===== src/rtl/isa.sv =====
// Shared ISA-level types for the data-memory path: access sizes, responder
// FSM states and byte-lane helpers. The responder's cache is enabled by
// defining DMEM_CACHE_EN.
package isa;

  localparam int unsigned XLEN = 32;

  typedef enum logic [1:0] {
    BYTE      = 2'd0,
    HALF_WORD = 2'd1,
    WORD      = 2'd2
  } mem_access_t;

  typedef enum logic [1:0] {
    IDLE  = 2'd0,
    FILL  = 2'd1,
    WRITE = 2'd2,
    DONE  = 2'd3
  } dmem_state_t;

  // Byte lane of the access after forcing natural alignment
  function automatic logic [1:0] align_offset(input mem_access_t access,
                                              input logic [1:0]  offset);
    case (access)
      BYTE:      return offset;
      HALF_WORD: return {offset[1], 1'b0};
      default:   return 2'b00;
    endcase
  endfunction

  // Byte enables of a naturally aligned access within its word
  function automatic logic [3:0] get_byte_enable(input mem_access_t access,
                                                 input logic [1:0]  offset);
    logic [1:0] lane;
    lane = align_offset(access, offset);
    case (access)
      BYTE:      return 4'b0001 << lane;
      HALF_WORD: return 4'b0011 << lane;
      default:   return 4'b1111;
    endcase
  endfunction

endpackage


===== src/rtl/dmem_lane_align.sv =====
// Byte-lane steering: store shift and byte enables, load shift and size mask.
module dmem_lane_align
  import isa::*;
(
  input  mem_access_t      access,
  input  logic [1:0]       offset,
  input  logic [XLEN-1:0]  wr_data,
  input  logic [XLEN-1:0]  rd_word,
  output logic [3:0]       be,
  output logic [XLEN-1:0]  wdata,
  output logic [XLEN-1:0]  ld_data
);

  logic [1:0]      lane;
  logic [4:0]      shamt;
  logic [XLEN-1:0] shifted;

  // Steer store data up to its lane and bring load data down to bit 0
  always_comb begin
    lane    = align_offset(access, offset);
    shamt   = {lane, 3'b000};
    be      = get_byte_enable(access, offset);
    wdata   = wr_data << shamt;
    shifted = rd_word >> shamt;
    case (access)
      BYTE:      ld_data = XLEN'(shifted[7:0]);
      HALF_WORD: ld_data = XLEN'(shifted[15:0]);
      default:   ld_data = shifted;
    endcase
  end

endmodule


===== src/rtl/dmem_responder.sv =====
// Data-memory responder: direct-mapped write-through, no-write-allocate cache
// of one-word lines in front of a req/ack word bus. Define DMEM_CACHE_EN to
// build the cache; without it every access goes to the bus.
module dmem_responder
  import isa::*;
#(
  parameter int unsigned LINES = 16
) (
  input  logic              clk,
  input  logic              rst_n,
  input  logic              rd_enable,
  input  logic              wr_enable,
  input  logic [XLEN-1:0]   addr,
  input  logic [XLEN-1:0]   wr_data,
  input  mem_access_t       wr_access_type,
  output logic              miss,
  output logic [XLEN-1:0]   rd_data,
  output logic              bus_req,
  output logic              bus_we,
  output logic [XLEN-1:0]   bus_addr,
  output logic [XLEN-1:0]   bus_wdata,
  output logic [3:0]        bus_be,
  input  logic              bus_ack,
  input  logic [XLEN-1:0]   bus_rdata
);

  dmem_state_t     state, next_state;
  logic            hit;
  logic [XLEN-1:0] cache_word;
  logic [XLEN-1:0] align_word;
  logic [XLEN-1:0] ld_data;
  logic [XLEN-1:0] st_wdata;
  logic [3:0]      st_be;
  logic [XLEN-1:0] done_data;

  // Extract from the incoming bus word during a fill, else from the cache
  assign align_word = (state == FILL) ? bus_rdata : cache_word;

  dmem_lane_align u_align (
    .access  (wr_access_type),
    .offset  (addr[1:0]),
    .wr_data (wr_data),
    .rd_word (align_word),
    .be      (st_be),
    .wdata   (st_wdata),
    .ld_data (ld_data)
  );

`ifdef DMEM_CACHE_EN
  localparam int unsigned IDX   = $clog2(LINES);
  localparam int unsigned TAG_W = XLEN - 2 - IDX;

  logic [LINES-1:0] valid;
  logic [TAG_W-1:0] tags  [LINES];
  logic [XLEN-1:0]  words [LINES];
  logic [IDX-1:0]   idx;
  logic [TAG_W-1:0] tag;
  logic [XLEN-1:0]  st_mask;

  assign idx        = addr[2 +: IDX];
  assign tag        = addr[XLEN-1 -: TAG_W];
  assign hit        = valid[idx] && (tags[idx] == tag);
  assign cache_word = words[idx];

  // Expand byte enables to a bit mask for the store-hit merge
  always_comb begin
    for (int i = 0; i < 4; i++) st_mask[8*i +: 8] = {8{st_be[i]}};
  end

  // Valid bits: cleared by reset, set when a fill completes
  always_ff @(posedge clk or negedge rst_n) begin
    if (!rst_n) valid <= '0;
    else if (state == FILL && bus_ack) valid[idx] <= 1'b1;
  end

  // Tag/data: install on fill, merge enabled bytes on a store hit
  always_ff @(posedge clk) begin
    if (state == FILL && bus_ack) begin
      tags[idx]  <= tag;
      words[idx] <= bus_rdata;
    end else if (state == WRITE && bus_ack && hit) begin
      words[idx] <= (cache_word & ~st_mask) | (st_wdata & st_mask);
    end
  end
`else
  assign hit        = 1'b0;
  assign cache_word = '0;
`endif

  // State register
  always_ff @(posedge clk or negedge rst_n) begin
    if (!rst_n) state <= IDLE;
    else        state <= next_state;
  end

  // Load result of a completed fill, returned in DONE
  always_ff @(posedge clk or negedge rst_n) begin
    if (!rst_n)                       done_data <= '0;
    else if (state == FILL && bus_ack) done_data <= ld_data;
  end

  // Next-state logic
  always_comb begin
    next_state = state;
    case (state)
      IDLE: begin
        if (wr_enable)            next_state = WRITE;
        else if (rd_enable && !hit) next_state = FILL;
      end
      FILL:    if (bus_ack) next_state = DONE;
      WRITE:   if (bus_ack) next_state = DONE;
      DONE:    next_state = IDLE;
      default: next_state = IDLE;
    endcase
  end

  // Stall, load data and bus drive for the current state
  always_comb begin
    miss      = 1'b0;
    rd_data   = '0;
    bus_req   = 1'b0;
    bus_we    = 1'b0;
    bus_addr  = '0;
    bus_wdata = '0;
    bus_be    = 4'h0;
    case (state)
      IDLE: begin
        if (wr_enable) begin
          miss = 1'b1;
        end else if (rd_enable) begin
          if (hit) rd_data = ld_data;
          else     miss    = 1'b1;
        end
      end
      FILL: begin
        miss     = 1'b1;
        bus_req  = 1'b1;
        bus_addr = {addr[XLEN-1:2], 2'b00};
        bus_be   = 4'hF;
      end
      WRITE: begin
        miss      = 1'b1;
        bus_req   = 1'b1;
        bus_we    = 1'b1;
        bus_addr  = {addr[XLEN-1:2], 2'b00};
        bus_wdata = st_wdata;
        bus_be    = st_be;
      end
      DONE: begin
        if (rd_enable) rd_data = done_data;
      end
      default: ;
    endcase
  end

endmodule


===== config.mk =====
export PLATFORM = sky130hd
export DESIGN_NAME = dmem_responder
export DESIGN_NICKNAME = d
export VERILOG_FILES = /design/src/rtl/isa.sv /design/src/rtl/dmem_lane_align.sv /design/src/rtl/dmem_responder.sv
export SDC_FILE = /design/constraint.sdc
export NUM_CORES = 1
export LEC_CHECK = 0
export ABC_AREA = 0
export BUFFER_PORTS_ARGS = -buffer_cell sky130_fd_sc_hd__buf_2
export CAP_MARGIN = 20
export CORE_MARGIN = 10
export CORE_UTILIZATION = 42
export DETAILED_ROUTE_END_ITERATION = 6
export PLACE_DENSITY = 0.81
export RECOVER_POWER = 50
export REMOVE_ABC_BUFFERS = 1
export SLEW_MARGIN = 30
export SYNTH_ARGS = -nofsm -noshare
export SYNTH_HDL_FRONTEND = slang
export SYNTH_SLANG_ARGS = --single-unit
export TNS_END_PERCENT = 100

===== constraint.sdc =====
create_clock -name clk -period 2.6 [get_ports clk]
set_clock_uncertainty 0.2 [all_clocks]
set_input_delay 0.65 -clock clk [delete_from_list [all_inputs] [get_ports clk]]
set_output_delay 0.65 -clock clk [all_outputs]
set_load 0.01 [all_outputs]

==> results list <==
- Result of the run: finished with violations
* Failing checks: capacitance limit, slew limit, setup timing
- Final RePlAce weighted congestion: 0.867
- Final setup violation count: 7
* Die W: 104 um
- Number of buffers and inverters on the critical path: 3
- After routing the design area is 4510 um^2.
* Most frequently used cell type in the post-synthesis netlist: sky130_fd_sc_hd__nand2_1
- Top flip-flop cell by instance count after synthesis: sky130_fd_sc_hd__dfrtp_1
- Yosys mapped the design onto 33 distinct sky130hd cell types.
- The number of max-slew violations in the final report came to 35.
- Final routed wirelength across all metal layers: 12,900 um
- Entering global routing, the biggest net connects 35 pins.
- Initial detailed-routing violation count: 207
* Clock tree buffer depth: 2
* Drt drc: 0
- Area delta synth->final: 51.1%
- The initialized floorplan defines 30 standard-cell rows.
* Commonest cells post-synth: sky130_fd_sc_hd__nand2_1, sky130_fd_sc_hd__and2_1, sky130_fd_sc_hd__a21oi_1
* Clock-pin slew on the worst setup and hold paths: 0.07 ns
- Worst hold path class: flip-flop to flip-flop
* Maximum net fanout on the critical path: 16
* HPWL after detailed placement: 9910 um
- The post-route netlist has 43.9% of its cells at a drive strength greater than 1.
* Crit path required time: 1.75 ns
- Synthesized area per cell: 7.58 um^2
- After synthesis the netlist holds a flip-flop and latch count of 34.
- Fill cells in the final layout number 585.
* Die Height: 104 um
- The H-tree generated during clock tree synthesis spans 2 levels.
- In the synthesized netlist, the number of instances is 394.
- Number of nets still failing antenna checks after routing: 0
- In this run the tool buffered the top-level ports with 203 buffer cells.
- Critical Path Max Stage Delay: 0.45 ns
- For this configuration, the core starts out at a cell density of 43.5%.
- For this run the aggregate overflow at the end of global routing stands at 0.
* GRT Resource Usage Total: 21.9%
- Via density per instance: 5.54
- Timing analysis after detailed placement gives a worst setup slack of -0.131 ns.
* Number of maximum-capacitance violations: 1
- Worst path setup slack after routing: -0.0370 ns
- Clock tree synthesis found a total of 34 sinks.
- RSZ-0062 raised after global routing: true
- After synthesis, the share of flip-flops with an asynchronous set or reset is 100%.
- Fmax achieved: 379 MHz
- Measured slew at the worst slew-check pin: 1.85 ns
- Detailed-router iteration count before antenna repair: 5
- Area share of the largest cell type after synthesis: 28.5%
- For this run, the number of Yosys warnings is 0.
- Total die area: 10,900 um^2
* Cell area after technology mapping: 2990 um^2
- Core region area: 6870 um^2
* Share of the clock period used by the worst path after layout: 101%
- The cell sitting at the root of the clock tree is a sky130_fd_sc_hd__clkbuf_8.
* Kind of cell with the highest combined delay on the critical path: simple AND/OR/NAND/NOR gates
- In this run the static leakage power is 0.00260 uW.
- TritonCTS built the clock tree.
- Dividing the detail-routed wire length by the instance count gives 18.5 um.
- Share of synthesized area occupied by flip-flops and latches: 28.5%
* Post-synthesis cell type with the largest combined area: sky130_fd_sc_hd__dfrtp_1
- Global-route wire length before repair: 20,100 um
- Via total after detailed routing: 3,862
* Setup Crit Path Kind: primary input to primary output
* Type of origin of the critical path: primary input
* Slowest stage cell on the critical path: sky130_fd_sc_hd__or3b_4
* Cell types occupying the most area after synthesis: sky130_fd_sc_hd__dfrtp_1, sky130_fd_sc_hd__nand2_1, sky130_fd_sc_hd__mux2i_1
* Worst-case vdd ir drop: 0.000743 V
* Worst Setup End Kind: primary output
- The clock reaches the later pin of the worst-skew pair after 0.29 ns.
- Count of flip-flops with a built-in enable after synthesis: 0
- Power density over cell area: 929 nW/um^2
- The number of global-route vias before repair is 3,958.
* Data arrival time of the worst path: 1.79 ns
- In this run the count of I/O pins placed on the die edge is 206.
* Slew headroom: -23.3%
- Number of antenna violations at the first check in global routing: 0
- Multi-input combinational cell area: 2030 um^2
- The placed instances occupy a cell area of 4160 um^2.
- CP Cell Sequence: buf_8, or3b_4, buf_12, mux2i_1, o21ai_1, buf_2
- TritonCTS created 5 clock buffers.
- Final Hold Fails: 0
- The worst path in the final design needs a cycle of 2.64 ns, including I/O delays and setup.
- 0 antenna diodes ended up in the layout.
- Final net count: 708
- In the final layout, flip-flops and latches occupy 852 um^2.
-- final cells by class --
class,count,area share [%]
multi-input combinational,320,45.0
timing repair buffer,234,30.0
sequential,34,18.9
tap,96,2.66
clock buffer,5,1.53
clock inverter,3,1.53
inverter,5,0.416
-- logic make-up (layout without fill, tap and decap cells) --
logic type / after synthesis / in the layout / synth area share [%]
AND/OR/NAND/NOR: 190 / 192 / 32.0
AO/OA/AOI/OAI: 95 / 95 / 20.9
buffers and inverters: 43 / 247 / 7.67
flip-flops: 34 / 34 / 28.5
multiplexers: 26 / 26 / 8.72
adder cells (fa/ha/maj): 5 / 5 / 2.10
other: 1 / 2 / 0.126
-- final timing paths --
| path | start | slack [ns] | endpoint | cells after the start |
|---|---|---|---|---|
| worst max-delay path | wr_access_type[0] | -0.04 | bus_wdata[22] | 6 |
| worst min-delay path | done_data[29] | 0.27 | done_data[29] | 2 |
| worst min register to register | done_data[29] | 0.27 | done_data[29] | 2 |
| max in group asynchronous | rst_n | 0.35 | state[1] | 1 |
| worst max register to register | state[1] | 0.27 | done_data[4] | 6 |
| min in group asynchronous | rst_n | 0.64 | done_data[26] | 1 |
-- metal layers --
layer  wire, um  track usage (%)  up-vias
met5          0                0        -
met1       4710             23.5     1774
met2       6450             39.0      271
met3       1550             8.24       21
met4        207             6.16        0
li1           -                -     1796
-- report_power, final --
| part | internal, uW | switching, uW |
|---|---|---|
| logic | 1170 | 1490 |
| registers | 788 | 143 |
| clock network | 384 | 213 |
-- metrics by stage --
step | cells | hold WS [ns] | util [%] | setup TNS [ns] | total power [uW]
6_report | 697 | 0.265 | 65.7 | -0.128 | 4190
5_1_grt | 697 | 0.301 | 65.7 | -0.540 | 4490
4_1_cts | 692 | 0.244 | 63.8 | -0.0979 | 4090
3_5_place_dp | 681 | 0.250 | 60.5 | -1.70 | 3450
3_3_place_gp | 681 | 0.244 | 60.5 | -1.16 | 3360
2_1_floorplan | 357 | 0.154 | - | -18.80 | 2280
-- tightest hold or removal path: cells and delay by family, from the launching register on --
| family | cells | cell delay [ns] |
|---|---|---|
| flops | 1 | 0.34 |
| simple gates | 2 | 0.10 |
-- registers in the layout (all words and copies together), names as in the netlist --
| name | cells |
|---|---|
| done_data | 32 |
| state | 2 |
-- timing repair --
item                       CTS  global route
gates resized for setup     16            26
setup buffers                0             5
hold buffers                 0             0
setup endpoints to repair   35            56
pin swaps                    1             7
gates cloned                 3             0
-- cell usage in the layout (no fill, tap or decap), drive strengths merged --
cell / count
mux2i: 26
clkbuf: 12
nand2: 83
nand4: 1
a221oi: 8
or3b: 1
bufinv: 2
and3: 33
a311oi: 7
nor2: 11
ha: 5
a21oi: 36
o311ai: 1
conb: 2
and2: 39
o211ai: 2
inv: 5
a22oi: 8
a2bb2oi: 1
dfrtp: 34
nand3: 16
nor2b: 3
buf: 227
nand2b: 2
o21a: 3
o22ai: 16
o21ai: 13
and2b: 3
clkinv: 1
(Power assumes the default switching activity.)
